File: src/rtl/par_read_ctrl_pkg.sv
// Shared AXI read-path definitions: read-state encodings, slave indices and
// the upper-address region table used by the read address decoder.
package par_read_ctrl_pkg;

    localparam int unsigned SLAVE_COUNT       = 5;
    localparam int unsigned SEL_SLAVE_W       = 3;
    localparam int unsigned LEN_W             = 4;
    localparam int unsigned REGION_COUNT      = 4;

    localparam int unsigned SLAVE0_IDX        = 0;
    localparam int unsigned SLAVE1_IDX        = 1;
    localparam int unsigned SLAVE2_IDX        = 2;
    localparam int unsigned SLAVE3_IDX        = 3;
    localparam int unsigned DEFAULT_SLAVE_IDX = SLAVE_COUNT - 1;

    typedef enum logic [1:0] {
        READSTATE_IDLE    = 2'd0,
        READSTATE_ARTRANS = 2'd1,
        READSTATE_RTRANS  = 2'd2
    } read_state_e;

    // Inclusive ARADDR[31:16] ranges, one per real slave
    localparam logic [15:0] REGION0_BASE = 16'h0000;
    localparam logic [15:0] REGION0_LAST = 16'h0000;
    localparam logic [15:0] REGION1_BASE = 16'h0001;
    localparam logic [15:0] REGION1_LAST = 16'h0001;
    localparam logic [15:0] REGION2_BASE = 16'h0002;
    localparam logic [15:0] REGION2_LAST = 16'h000F;
    localparam logic [15:0] REGION3_BASE = 16'h0010;
    localparam logic [15:0] REGION3_LAST = 16'h00FF;

    // Offset compare keeps the test free of always-true bounds
    function automatic logic in_range(input logic [15:0] hi,
                                      input logic [15:0] base,
                                      input logic [15:0] last);
        return 16'(hi - base) <= 16'(last - base);
    endfunction

    function automatic logic region_hit(input int idx, input logic [15:0] hi);
        case (idx)
            0:       return in_range(hi, REGION0_BASE, REGION0_LAST);
            1:       return in_range(hi, REGION1_BASE, REGION1_LAST);
            2:       return in_range(hi, REGION2_BASE, REGION2_LAST);
            3:       return in_range(hi, REGION3_BASE, REGION3_LAST);
            default: return 1'b0;
        endcase
    endfunction

endpackage

File: src/rtl/par_read_ctrl_addr_decoder.sv
// Combinational read-address decoder: maps ARADDR[31:16] onto a slave index,
// falling back to the DefaultSlave when no region matches.
module par_addr_decoder
    import par_read_ctrl_pkg::*;
#(
    parameter int unsigned SlaveCount = 5,
    parameter int unsigned SelW       = 3
) (
    input  logic [31:0]     addr,
    output logic [SelW-1:0] sel
);

    logic addr_lo_unused;
    assign addr_lo_unused = ^addr[15:0];

    // Walk downwards so the lowest matching region wins
    always_comb begin
        sel = SelW'(SlaveCount - 1);
        for (int i = int'(SlaveCount) - 2; i >= 0; i--) begin
            if (region_hit(i, addr[31:16])) begin
                sel = SelW'(i);
            end
        end
    end

endmodule

File: src/rtl/par_read_ctrl.sv
// AXI read-channel controller: accepts one master read burst at a time,
// routes AR to the decoded slave and tracks R beats against ARLEN.
module par_read_ctrl
    import par_read_ctrl_pkg::*;
#(
    parameter int unsigned SlaveCount    = 5,
    parameter int unsigned SelSlaveCount = 3
) (
    input  logic                     ACLK,
    input  logic                     ARESETn,
    input  logic                     ARVALID_M,
    output logic                     ARREADY_M,
    input  logic [31:0]              ARADDR_M,
    input  logic [LEN_W-1:0]         ARLEN_M,
    output logic [SlaveCount-2:0]    ARVALID_SS,
    input  logic [SlaveCount-2:0]    ARREADY_SS,
    output logic                     ARVALID_DS,
    input  logic                     ARREADY_DS,
    input  logic                     RVALID,
    input  logic                     RREADY,
    input  logic                     RLAST,
    output logic [1:0]               state,
    output logic [SelSlaveCount-1:0] Rsel_Slave,
    output logic                     prot_err
);

    read_state_e              state_q, state_d;
    logic [SelSlaveCount-1:0] sel_q, sel_d, dec_sel;
    logic [LEN_W-1:0]         cnt_q, cnt_d;
    logic                     err_q, err_d;
    logic                     cnt_zero;

    par_addr_decoder #(
        .SlaveCount (SlaveCount),
        .SelW       (SelSlaveCount)
    ) u_dec (
        .addr (ARADDR_M),
        .sel  (dec_sel)
    );

    assign cnt_zero   = (cnt_q == '0);
    assign state      = state_q;
    assign Rsel_Slave = sel_q;
    assign prot_err   = err_q;

    always_ff @(posedge ACLK) begin
        if (!ARESETn) begin
            state_q <= READSTATE_IDLE;
            sel_q   <= '0;
            cnt_q   <= '0;
            err_q   <= 1'b0;
        end else begin
            state_q <= state_d;
            sel_q   <= sel_d;
            cnt_q   <= cnt_d;
            err_q   <= err_d;
        end
    end

    // AR routing is combinational; held low while reset is asserted
    always_comb begin
        state_d    = state_q;
        sel_d      = sel_q;
        cnt_d      = cnt_q;
        err_d      = err_q;
        ARREADY_M  = 1'b0;
        ARVALID_SS = '0;
        ARVALID_DS = 1'b0;

        if (ARESETn) begin
            case (state_q)
                READSTATE_IDLE: begin
                    if (ARVALID_M) begin
                        sel_d   = dec_sel;
                        cnt_d   = ARLEN_M;
                        state_d = READSTATE_ARTRANS;
                    end
                end
                READSTATE_ARTRANS: begin
                    if (sel_q == SelSlaveCount'(SlaveCount - 1)) begin
                        ARVALID_DS = ARVALID_M;
                        ARREADY_M  = ARREADY_DS;
                    end
                    for (int i = 0; i < int'(SlaveCount) - 1; i++) begin
                        if (sel_q == SelSlaveCount'(i)) begin
                            ARVALID_SS[i] = ARVALID_M;
                            ARREADY_M     = ARREADY_SS[i];
                        end
                    end
                    if (ARVALID_M && ARREADY_M) begin
                        state_d = READSTATE_RTRANS;
                    end
                end
                READSTATE_RTRANS: begin
                    if (RVALID && RREADY) begin
                        cnt_d = cnt_zero ? cnt_q : LEN_W'(cnt_q - LEN_W'(1));
                        if (RLAST != cnt_zero) begin
                            err_d = 1'b1;
                        end
                        if (RLAST) begin
                            state_d = READSTATE_IDLE;
                        end
                    end
                end
                default: state_d = READSTATE_IDLE;
            endcase
        end
    end

endmodule
File: config.mk
export PLATFORM = sky130hd
export DESIGN_NAME = par_read_ctrl
export DESIGN_NICKNAME = d
export VERILOG_FILES = /design/src/rtl/par_read_ctrl_pkg.sv /design/src/rtl/par_read_ctrl_addr_decoder.sv /design/src/rtl/par_read_ctrl.sv
export SDC_FILE = /design/constraint.sdc
export NUM_CORES = 1
export LEC_CHECK = 0
export CELL_PAD_IN_SITES_DETAIL_PLACEMENT = 1
export CELL_PAD_IN_SITES_GLOBAL_PLACEMENT = 2
export CORE_MARGIN = 1.5
export CORE_UTILIZATION = 19
export CTS_CLUSTER_DIAMETER = 200
export DETAILED_ROUTE_END_ITERATION = 12
export PLACE_DENSITY_LB_ADDON = 0.3
export SYNTH_ARGS = -nofsm -noshare
export SYNTH_HDL_FRONTEND = slang
export SYNTH_SLANG_ARGS = --single-unit
export TNS_END_PERCENT = 100
File: constraint.sdc
create_clock -name ACLK -period 3.5 [get_ports ACLK]
set_input_delay 0.7 -clock ACLK [delete_from_list [all_inputs] [get_ports ACLK]]
set_output_delay 0.7 -clock ACLK [all_outputs]
set_load 0.1 [all_outputs]
==> impl_summary.log <==
[metrics] startpoint kind of the worst setup timing path: primary input
[metrics] wire length of the first global-routing pass: 4.588 mm
[metrics] vias in the first global route: 1057
[metrics] height of the chip: 71.14 µm
[metrics] internal cell power: 0.0002928 W
[metrics] hold violation total from the final report: 0
[metrics] starting DRC count in detailed routing: 36
[metrics] TritonCTS clock tree: built
[metrics] Setup crit end kind: primary output
[metrics] I/O Buffers: 42
[metrics] result of the run: finished clean
[metrics] post-route ant nets: 0
[metrics] share of the clock period used by the worst path: 84.26%
[metrics] Layout Area Growth over Synthesis: 71.21%
[metrics] average instance area after synthesis: 7.290 µm²
[metrics] most frequent cell on the critical path: nand2_1
[metrics] delay of the slowest cell on the worst path: 0.53 ns
[metrics] global placer's final weighted congestion: 0.7332
[metrics] fraction of layout cells with a size suffix above 1: 15.24%
[metrics] total count of max-transition violations in the final report: 0
[metrics] area of the mapped netlist: 882.1 µm²
[metrics] crit-path leading delay family: simple AND/OR/NAND/NOR gates
[metrics] slowest cell on the critical path: clkdlybuf4s50_1
[metrics] Antenna Cells: 0
[metrics] setup repair after global routing missed its margin: false
[metrics] largest cells by area after synthesis: dfxtp_1 23%, nor2_1 6.0%, o21ai_0 4.5%, a21oi_1 4.0%, nand2_1 3.8%
[metrics] die area: 5060 µm²
[metrics] detail-routed net length per standard cell: 12.65 µm
[metrics] global route total overflow: 0
[metrics] cell at the root of the clock tree: clkbuf_8
[metrics] I/O Pins: 59
[metrics] net total in the final layout: 214
[metrics] number of endpoints failing setup at the final stage: 0
[metrics] DP Area: 1455 µm²
[metrics] switching fraction of total power: 33.73%
[metrics] fraction of the yosys area taken by sequential cells: 22.70%
[metrics] total number of placement rows: 24
[metrics] post-CTS setup repair buffer count: 0
[metrics] detailed-route via count: 1031
[metrics] Bufs and invs on worst path: 2
[metrics] overall track demand over capacity in global routing: 11.09%
[metrics] power density over the cells: 292.5 nW/µm²
[metrics] Die X-Extent: 71.14 µm
[metrics] normalized max-slew margin: 35.91%
[metrics] worst path arrival time: 2.25 ns
[metrics] Crit Path Category: primary input to primary output
[metrics] final instance count without filler cells: 216
[metrics] max-cap check violation count: 0
[metrics] FF+latch count, synth: 10
[metrics] # hold bufs at CTS: 0
[metrics] transition at the pin with the smallest max-transition slack: 0.9583 ns
[metrics] count of distinct cell types in the synthesized netlist: 42
[metrics] count of TritonRoute iterations in the first routing pass: 4
[metrics] cell accounting for the most synthesized area: dfxtp_1
[metrics] clock latency at the later pin of the worst-skew pair: 0.24 ns
[metrics] maximum clock frequency: 339.1 MHz
[metrics] Setup TNS Final: 0 ns
[metrics] combinational fraction of design power: 35.7%
[metrics] largest net degree at the start of global routing: 12
[metrics] fraction of power consumed by the clock network: 33.6%
[metrics] total wire length after detailed routing: 2.732 mm
[metrics] minimum clock period after layout: 2.949 ns
[metrics] total of cells resized after clock tree synthesis: 0
[metrics] number of fillers in the final layout: 522
[metrics] number of H-tree levels: 1
[metrics] Hold/Removal Path Class: flop to flop
[metrics] area share of the largest cell type after synthesis: 22.70%
[metrics] worst-case clock buffer depth: 2
[metrics] final design instance area without fill: 1510 µm²
[metrics] initial core utilization: 19.98%
[metrics] post-DR vias/cell: 4.773
[metrics] worst slack, placed: 0.5492 ns
[metrics] maximum clock skew at final layout: 0.002062 ns
[metrics] total CTS buffers: 3
[metrics] placed insts: 212
[metrics] setup ws final: 0.5510 ns
[metrics] part of the power in registers: 30.7%
[metrics] drt drc: 0
[metrics] number of nets in the synthesized netlist: 170
[metrics] area of the core region: 4414 µm²
[metrics] largest vdd supply drop: 80.09 µV
[metrics] clock sink total: 10
[metrics] Warnings, synthesis: 0
[metrics] Cells after Synth: 121
[metrics] largest driver fanout on the critical path: 5
[metrics] placed wire-length estimate after detailed placement: 2.222 mm
[metrics] Reg clk slew, reported paths: 0.05 ns
[metrics] Static Leak: 0.5425 nW
[metrics] initial antenna violation count: 0
[metrics] CP Cell Sequence: clkdlybuf4s50_1 > and3b_1 > nand2_1 > nor2_1 > nand2_1 > nor2_2 > buf_12
[metrics] required time reported for the critical path endpoint: 2.80 ns
[metrics] switching power: 0.0001490 W
power groups by stage:
stage               Clock [W]  Combinational (W)  Sequential [W]
global placement            0           0.000155        0.000137
detailed placement          0           0.000158        0.000138
global route         0.000159           0.000170        0.000137
finish               0.000148           0.000158        0.000136
floorplan                   0          0.0000719        0.000156
CTS                  0.000153           0.000159        0.000136
metrics by stage:
| step | power, W | hold slack [ns] | util (%) |
|---|---|---|---|
| after floorplan | 0.0002283 | 0.5043 | - |
| after global placement | 0.0002926 | 0.4750 | 32.96 |
| after detailed placement | 0.0002962 | 0.5431 | 32.96 |
| final | 0.0004418 | 0.5414 | 34.21 |
| after CTS | 0.0004471 | 0.5548 | 34.21 |
| after global routing | 0.0004662 | 0.5797 | 34.21 |
area by class of cell:
cell class	count	area, µm²	area share, %
well taps	52	65.06	4.308
flip-flops and latches	10	200.2	13.26
inverters	7	26.28	1.740
multi-input cells	100	688.2	45.57
repair buffers	43	475.5	31.48
clock buffers	4	55.05	3.645
tightest hold or removal path: stages (launching register included):
cell and delay (ns):
dfxtp_1 0.33, a41oi_1 0.05, nor2b_1 0.12
registers in the layout, indices dropped and copies added, names as in the netlist:
register	flops
state	2
Rsel_Slave	3
prot_err	1
cnt_q	4
metal layers:
| layer | GRT usage (%) | wire, µm |
|---|---|---|
| met1 | 13.37 | 1298 |
| met2 | 19.11 | 1237 |
| met3 | 1.994 | 146 |
| met4 | 5.031 | 51 |
| met5 | 0 | 0 |
worst paths after layout:
check	from	to	slack, ns	depth (start not counted)
max	ARVALID_M	ARVALID_SS[2]	0.55	7
min	prot_err	prot_err	0.54	2
max reg2reg	state[1]	cnt_q[2]	1.73	6
min reg2reg	prot_err	prot_err	0.54	2
cell families after synthesis:
kind of cell    Yosys count  synth area share (%)
fa+ha+maj                 2                 2.836
mux                       3                 3.404
compound gates           33                 25.11
xor+xnor                  2                 1.986
buf+inv                  11                 4.681
simple gates             60                 39.29
flops                    10                 22.69
cells in the mapped netlist, drive strengths merged:
library cell,count
or4,1
xnor2,1
and3,1
a32oi,1
o31ai,1
nor4,2
a41oi,1
nand3,4
nor4b,2
a221o,1
nand4b,1
nand2,9
clkbuf,4
nor2b,5
a31oi,2
a211oi,2
nand3b,2
o221ai,1
a2bb2oi,1
nor3b,4
a21boi,3
or3b,1
a21o,2
and4b,1
or3,1
inv,7
o21ai,9
nand2b,3
and3b,1
and2,2
o21a,1
dfxtp,10
a21oi,7
nor2,14
mux2i,3
xor2,1
nor3,6
ha,2
a2111oi,1
placed cells by master, fill, tap and decap left out, types with 2 or more instances in the layout:
cell / Yosys / routed
and2_1: 2 / 2
a211oi_1: 2 / 2
a31oi_1: 2 / 2
nor2b_1: 5 / 5
inv_1: 7 / 7
buf_12: 0 / 6
ha_1: 2 / 2
nand2_1: 9 / 9
buf_4: 0 / 6
dfxtp_1: 10 / 10
nand2b_1: 3 / 3
nor4_4: 1 / 2
a21boi_1: 3 / 3
nor3b_1: 4 / 4
nor4b_4: 0 / 2
clkdlybuf4s50_1: 0 / 31
mux2i_1: 3 / 3
a21oi_1: 7 / 7
nand3_1: 4 / 4
nand3b_1: 2 / 2
nor2_1: 14 / 13
clkbuf_8: 0 / 4
nor3_1: 6 / 6
o21ai_0: 8 / 8
Power figures use the tool's default switching activity.
